File: config.mk
export PLATFORM = sky130hd
export DESIGN_NAME = tile_lock_unit
export DESIGN_NICKNAME = d
export VERILOG_FILES = /design/src/rtl/tile_lock_unit.sv
export SDC_FILE = /design/constraint.sdc
export NUM_CORES = 1
export LEC_CHECK = 0
export CAP_MARGIN = 20
export CORE_MARGIN = 1
export CORE_UTILIZATION = 49
export DETAILED_ROUTE_END_ITERATION = 12
export GPL_TIMING_DRIVEN = 0
export PLACE_DENSITY = 0.83
export SLEW_MARGIN = 40
export SYNTH_ARGS = -nofsm -noshare
export SYNTH_HDL_FRONTEND = slang
export SYNTH_SLANG_ARGS = --single-unit
export TNS_END_PERCENT = 30
File: constraint.sdc
create_clock -name clk_i -period 4.03 [get_ports clk_i]
set_clock_uncertainty 0.1 [all_clocks]
set_input_delay 0.806 -clock clk_i [delete_from_list [all_inputs] [get_ports clk_i]]
set_output_delay 0.806 -clock clk_i [all_outputs]
set_load 0.01 [all_outputs]
File: src/rtl/tile_lock_unit.sv
// ============================================================================
// Module   : tile_lock_unit
// Purpose  : Active-tile register set with commit-to-matrix and line-clear.
// Revision : 1.0 - initial release
// ============================================================================
`default_nettype none

module tile_lock_unit #(
  parameter int width_p  = 10,
  parameter int height_p = 20
) (
  input  logic                          clk_i,
  input  logic                          reset_i,
  input  logic                          load_v_i,
  input  logic [$clog2(width_p):0]      load_x_i,
  input  logic [$clog2(height_p):0]     load_y_i,
  input  logic [15:0]                   load_shape_i,
  output logic [$clog2(width_p):0]      pos_x_o,
  output logic [$clog2(height_p):0]     pos_y_o,
  output logic [15:0]                   shape_o,
  output logic                          is_empty_o,
  input  logic [$clog2(width_p)-1:0]    cell_x_i,
  input  logic [$clog2(height_p)-1:0]   cell_y_i,
  output logic                          cell_o,
  input  logic                          commit_v_i,
  input  logic                          check_v_i,
  output logic                          busy_o,
  output logic                          commit_done_o,
  output logic                          check_done_o,
  output logic [$clog2(height_p):0]     lines_o,
  output logic [$clog2(height_p)-1:0]   mm_read_addr_o,
  input  logic [width_p-1:0]            mm_read_data_i,
  output logic [$clog2(height_p)-1:0]   mm_write_addr_o,
  output logic [width_p-1:0]            mm_write_data_o,
  output logic                          mm_write_v_o
);

  localparam int c_XW  = $clog2(width_p) + 1;
  localparam int c_YW  = $clog2(height_p) + 1;
  localparam int c_AW  = $clog2(height_p);
  localparam int c_CXW = $clog2(width_p);
  // Signed working width: wide enough for any coordinate difference.
  localparam int c_SW  = ((c_YW > c_XW) ? c_YW : c_XW) + 2;

  localparam logic [c_AW-1:0] c_LAST  = c_AW'(height_p - 1);
  localparam logic [c_AW-1:0] c_ONE_A = c_AW'(1);
  localparam logic [c_YW-1:0] c_ONE_Y = c_YW'(1);

  localparam logic [2:0] S_IDLE   = 3'd0;
  localparam logic [2:0] S_COMMIT = 3'd1;
  localparam logic [2:0] S_SCAN   = 3'd2;
  localparam logic [2:0] S_FILL   = 3'd3;
  localparam logic [2:0] S_DONE   = 3'd4;

  logic [2:0]         r_state;
  logic [1:0]         r_step;
  logic               r_is_commit;
  logic [c_XW-1:0]    r_pos_x;
  logic [c_YW-1:0]    r_pos_y;
  logic [15:0]        r_shape;
  logic               r_empty;
  logic [c_AW-1:0]    r_rp;
  logic [c_AW-1:0]    r_wp;
  logic [c_YW-1:0]    r_count;
  logic [c_YW-1:0]    r_lines;

  logic [c_SW-1:0]    w_x_ext;
  logic [c_SW-1:0]    w_y_ext;
  logic [c_SW-1:0]    w_cell_dx;
  logic [c_SW-1:0]    w_cell_dy;
  logic [c_SW-1:0]    w_row;
  logic               w_row_ok;
  logic [3:0]         w_shape_row;
  logic [width_p-1:0] w_mask;
  logic               w_full;
  logic [c_YW-1:0]    w_count_next;
  logic               w_we;

  assign w_x_ext = {{(c_SW-c_XW){r_pos_x[c_XW-1]}}, r_pos_x};
  assign w_y_ext = {{(c_SW-c_YW){r_pos_y[c_YW-1]}}, r_pos_y};

  // Offsets in [0,4) are exactly those whose upper bits are all zero.
  assign w_cell_dx = {{(c_SW-c_CXW){1'b0}}, cell_x_i} - w_x_ext;
  assign w_cell_dy = {{(c_SW-c_AW){1'b0}}, cell_y_i} - w_y_ext;
  assign cell_o    = ~r_empty
                   & (w_cell_dx[c_SW-1:2] == '0)
                   & (w_cell_dy[c_SW-1:2] == '0)
                   & r_shape[{w_cell_dy[1:0], w_cell_dx[1:0]}];

  assign w_row       = w_y_ext + c_SW'(r_step);
  assign w_row_ok    = ~w_row[c_SW-1] && (w_row < c_SW'(height_p));
  assign w_shape_row = r_shape[{r_step, 2'b00} +: 4];

  for (genvar k = 0; k < width_p; k++) begin : g_mask
    logic [c_SW-1:0] w_dx;
    assign w_dx      = c_SW'(k) - w_x_ext;
    assign w_mask[k] = (w_dx[c_SW-1:2] == '0) & w_shape_row[w_dx[1:0]];
  end

  assign w_full       = &mm_read_data_i;
  assign w_count_next = w_full ? (r_count + c_ONE_Y) : r_count;

  always_comb begin
    mm_read_addr_o  = r_rp;
    mm_write_addr_o = r_wp;
    mm_write_data_o = '0;
    w_we            = 1'b0;
    case (r_state)
      S_COMMIT: begin
        mm_read_addr_o  = w_row[c_AW-1:0];
        mm_write_addr_o = w_row[c_AW-1:0];
        mm_write_data_o = mm_read_data_i | w_mask;
        w_we            = w_row_ok & (|w_shape_row);
      end
      S_SCAN: begin
        mm_write_data_o = mm_read_data_i;
        w_we            = ~w_full;
      end
      S_FILL: begin
        w_we            = 1'b1;
      end
      default: ;
    endcase
  end

  // Gated by reset so an aborting reset cannot land one last write.
  assign mm_write_v_o  = w_we & ~reset_i;

  assign busy_o        = (r_state != S_IDLE);
  assign commit_done_o = (r_state == S_DONE) &  r_is_commit;
  assign check_done_o  = (r_state == S_DONE) & ~r_is_commit;
  assign pos_x_o       = r_pos_x;
  assign pos_y_o       = r_pos_y;
  assign shape_o       = r_shape;
  assign is_empty_o    = r_empty;
  assign lines_o       = r_lines;

  always_ff @(posedge clk_i) begin
    if (reset_i) begin
      r_state     <= S_IDLE;
      r_step      <= '0;
      r_is_commit <= 1'b0;
      r_pos_x     <= '0;
      r_pos_y     <= '0;
      r_shape     <= '0;
      r_empty     <= 1'b1;
      r_rp        <= '0;
      r_wp        <= '0;
      r_count     <= '0;
      r_lines     <= '0;
    end else begin
      case (r_state)
        S_IDLE: begin
          if (load_v_i) begin
            r_pos_x <= load_x_i;
            r_pos_y <= load_y_i;
            r_shape <= load_shape_i;
            r_empty <= 1'b0;
          end
          if (commit_v_i) begin
            r_is_commit <= 1'b1;
            r_step      <= '0;
            r_state     <= r_empty ? S_DONE : S_COMMIT;
          end else if (check_v_i) begin
            r_is_commit <= 1'b0;
            r_count     <= '0;
            r_rp        <= c_LAST;
            r_wp        <= c_LAST;
            r_state     <= S_SCAN;
          end
        end
        S_COMMIT: begin
          r_step <= r_step + 2'd1;
          if (r_step == 2'd3) begin
            r_state <= S_DONE;
          end
        end
        S_SCAN: begin
          r_count <= w_count_next;
          r_rp    <= r_rp - c_ONE_A;
          if (!w_full) begin
            r_wp <= r_wp - c_ONE_A;
          end
          if (r_rp == '0) begin
            if (w_count_next == '0) begin
              r_lines <= '0;
              r_state <= S_DONE;
            end else begin
              r_state <= S_FILL;
            end
          end
        end
        S_FILL: begin
          r_wp <= r_wp - c_ONE_A;
          if (r_wp == '0) begin
            r_lines <= r_count;
            r_state <= S_DONE;
          end
        end
        S_DONE: begin
          if (r_is_commit) begin
            r_empty <= 1'b1;
          end
          r_state <= S_IDLE;
        end
        default: r_state <= S_IDLE;
      endcase
    end
  end

endmodule

`default_nettype wire

==> impl_results.md <==
* Worst path bufs/invs at 4
* Pin count of the biggest net entering global routing at 18
* Die Y at 91.4 µm
* Register area at 1120 µm²
* Placed cell count at 717
* Power Dens Cells at 357 nW/µm²
* IO Count at 110
* Fillers at 654
* First-pass GRT wire length at 19200 µm
* Hold depth at 2
* WHS Endpoint: lines_o[2]
* Crit share post-route at 98.9%
* Synth async-reset ratio at 0%
* Post-synthesis cell count at 506
* Layout net count at 702
* Antenna violations before repair at 0
* # diodes at 0
* Mapped Area at 3920 µm²
* Vias at 4220
* DR iter-0 viols at 254
* Hold buffers post-CTS at 0
* Final ANT Viol Nets at 0
* FF+latch count, synth at 56
* Outcome: completed
* Stages on worst setup path at 10
* DR WL/cell at 16.0 µm
* Worst reg2reg path endpoint: lines_o[0]
* Chip width at 91.4 µm
* Crit. End Element: output pin
* Fmax at 251 MHz
* Critical Path Fanout Max at 4
* CP max-delay cell: fa_2
* Die area at 8360 µm²
* Max clock buf depth at 2
* Setup ws final at 0.0448 ns
* Slew @ Worst Pin at 0.797 ns
* Setup Viol. Count Final at 0
* Final Cell Area at 5260 µm²
* Crit. Startpoint: cell_x_i[0]
* Met1 wire length at 4890 µm
* Depth of the most critical reg-to-reg path at 8
* Initial Util at 50.7%
* Drt first pass iters at 5
* Gr ovfl total at 0
* Critical Path Max Stage Delay at 0.63 ns
* Post-synthesis cell type count at 61
* Reg2Reg Setup Slack at 1.70 ns
* Inserted Clock Buffers at 5
* # DRC at 0
* Largest cells by area after synthesis: dfxtp_1 29%, nand2_1 10%, ha_1 8.3%, a21oi_1 6.9%, mux4_2 5.2%
* WL met2 at 5580 µm
* CTS tree: built
* Pre-CTS worst setup slack at -0.668 ns
* Core area at 7730 µm²
* Setup TNS at 0 ns
* Pins Over Slew Limit at 0
* Max-slew headroom at 46.1%
* Tmin final at 3.99 ns
* Syn Area/Cell at 7.74 µm²
* Via/cell ratio at 5.82
* Cell family with the largest share of critical-path delay: multiplexers
* Worst-Skew Late Latency at 0.32 ns
* Critical path arrival at 3.08 ns
* Total power draw at 1.87 mW
* Crit-path cells: buf_2, inv_2, ha_2, inv_2, fa_2, mux4_2, mux4_2, o2111ai_2, nor3_2, buf_2
* Worst min path class: reg -> reg
* Number of flops mapped to enable cells by yosys at 0
* Multi-input gate area at 2630 µm²
* Startpoint types: input port
* Hold Path Origin: lines_o[2]
* YS warnings at 0
* Fin. Hold Viols at 0
* Clock transition time at the flip-flop clock pins of the worst setup and hold paths at 0.11 ns
* Post-Route WL at 11600 µm
* Ratio of cells with drive above 1 in the final layout at 7.70%
* Met3 WL post-DR at 833 µm
* Syn nets at 586
* Global-route usage over all layers at 28.3%
* Reg-to-Reg Start: r_wp[0]
* Area share of the largest cell type after synthesis at 28.6%
* Fin cells at 725
* Top layer in use: met4
* Clock Root Buffer: clkbuf_8
* IR drop worst, VDD at 0.000190 V
* Area grow syn2layout at 34.1%
* FP Rows at 32
* Max H-tree Level at 2
* Routability Congestion at 0.965
* Post-synth top area cell: dfxtp_1
* Area post-placement at 5140 µm²
* Post-DP HPWL at 9080 µm
* Setup CP Type: in -> out
* RSZ-0062 raised after global routing: yes
* Max-cap violations at 0
* Pleak at 1.98 nW
* I/O Buffers at 109
* Sequential area share after synthesis at 28.6%
* Critical Path RT at 3.12 ns
* CTS sink count at 56
* Vias in the first global route at 4094
* Primary FF master, synth: dfxtp_1
==> stage by stage <==
step	util, %	hold WS, ns
global route	68.0	0.416
global placement	66.5	0.347
floorplan	-	0.345
CTS	67.8	0.370
detailed placement	66.6	0.355
finish	68.0	0.363
==> state kept, by name, summed over array words and instances (netlist names) <==
signal,count
shape_o,16
lines_o,6
pos_y_o,6
r_count,6
pos_x_o,5
r_rp,5
r_wp,5
r_state,3
r_step,2
is_empty_o,1
r_is_commit,1
==> Yosys cell counts, types with 6 or more instances <==
library cell and number:
a21oi_1 54, nor2_1 33, xnor2_1 9, dfxtp_1 56, nand2_1 107, clkbuf_1 18, o21ai_0 32, xor2_1 6
ha_1 26, nand3_1 11, mux4_2 9, o21a_1 7, nor4_1 11, nor3_1 11, mux2i_1 7, inv_1 26
==> metal layers <==
metal | vias up | global-route usage, %
li1 | 2029 | -
met1 | 1983 | 34.8
met2 | 178 | 49.1
met3 | 30 | 5.36
met4 | 0 | 9.79
met5 | - | 0
==> how the worst max path moves through the flow <==
stage | slack [ns] | to
global route | -0.003 | cell_o
global placement | -0.65 | cell_o
finish | 0.04 | cell_o
floorplan | 0.34 | cell_o
CTS | 0.01 | cell_o
detailed placement | -0.67 | cell_o
==> cells in the final DEF, fill, tap and decap left out, types with 3 or more instances in the layout <==
master	n
a22o_1	4
xnor2_1	9
o31ai_1	4
nand4_1	3
nor3_1	10
mux2i_1	7
a21o_1	4
nand2b_1	3
nand2_1	107
mux4_2	9
clkbuf_1	18
clkdlybuf4s50_1	105
o21a_1	7
inv_1	24
dfxtp_1	54
clkbuf_8	5
nor4_1	11
a211o_1	4
ha_1	24
nand3_1	11
a21oi_1	54
buf_2	7
o21ai_0	31
xor2_1	6
a211oi_1	3
nor2_1	33
==> area by class of cell <==
type                       instances  area share, %
inverter                          28           2.00
sequential                        56           21.4
timing repair buffer             110           20.7
tap                              102           2.43
clock buffer                       6           1.38
multi-input combinational        397           50.0
clock inverter                     2          0.262
buffer                            24           1.86
==> report_power, final <==
| part | switching, mW | internal (mW) |
|---|---|---|
| logic | 0.460 | 0.408 |
| registers | 0.0739 | 0.613 |
| clock network | 0.194 | 0.125 |
| total | 0.728 | 1.15 |
==> cell families (layout without fill, tap and decap cells) <==
| logic type | count (synthesis) | after routing | synth area share (%) |
|---|---|---|---|
| buffers and inverters | 53 | 170 | 5.27 |
| adders and majority gates | 29 | 29 | 9.83 |
| DFF | 56 | 56 | 28.6 |
| AOI/OAI and AO/OA | 136 | 136 | 22.1 |
| muxes | 18 | 18 | 7.54 |
| xor gates and xnor gates | 15 | 15 | 3.35 |
| and+or+nand+nor | 199 | 199 | 23.3 |
==> timing repair <==
action,4_1_cts,5_1_grt
resized for setup,16,6
cloned,0,0
buffers inserted,1,0
setup endpoints to repair,4,4
pin swaps,2,2
==> worst reg2reg max path: stages (launching register included) <==
cell and delay [ns]:
dfxtp_1 0.34, inv_1 0.12, ha_1 0.16, nor4b_1 0.65
nand2_1 0.13, o21ai_0 0.15, nand2_1 0.16, o21ai_4 0.26
mux2i_1 0.21
(Power assumes the default switching activity.)
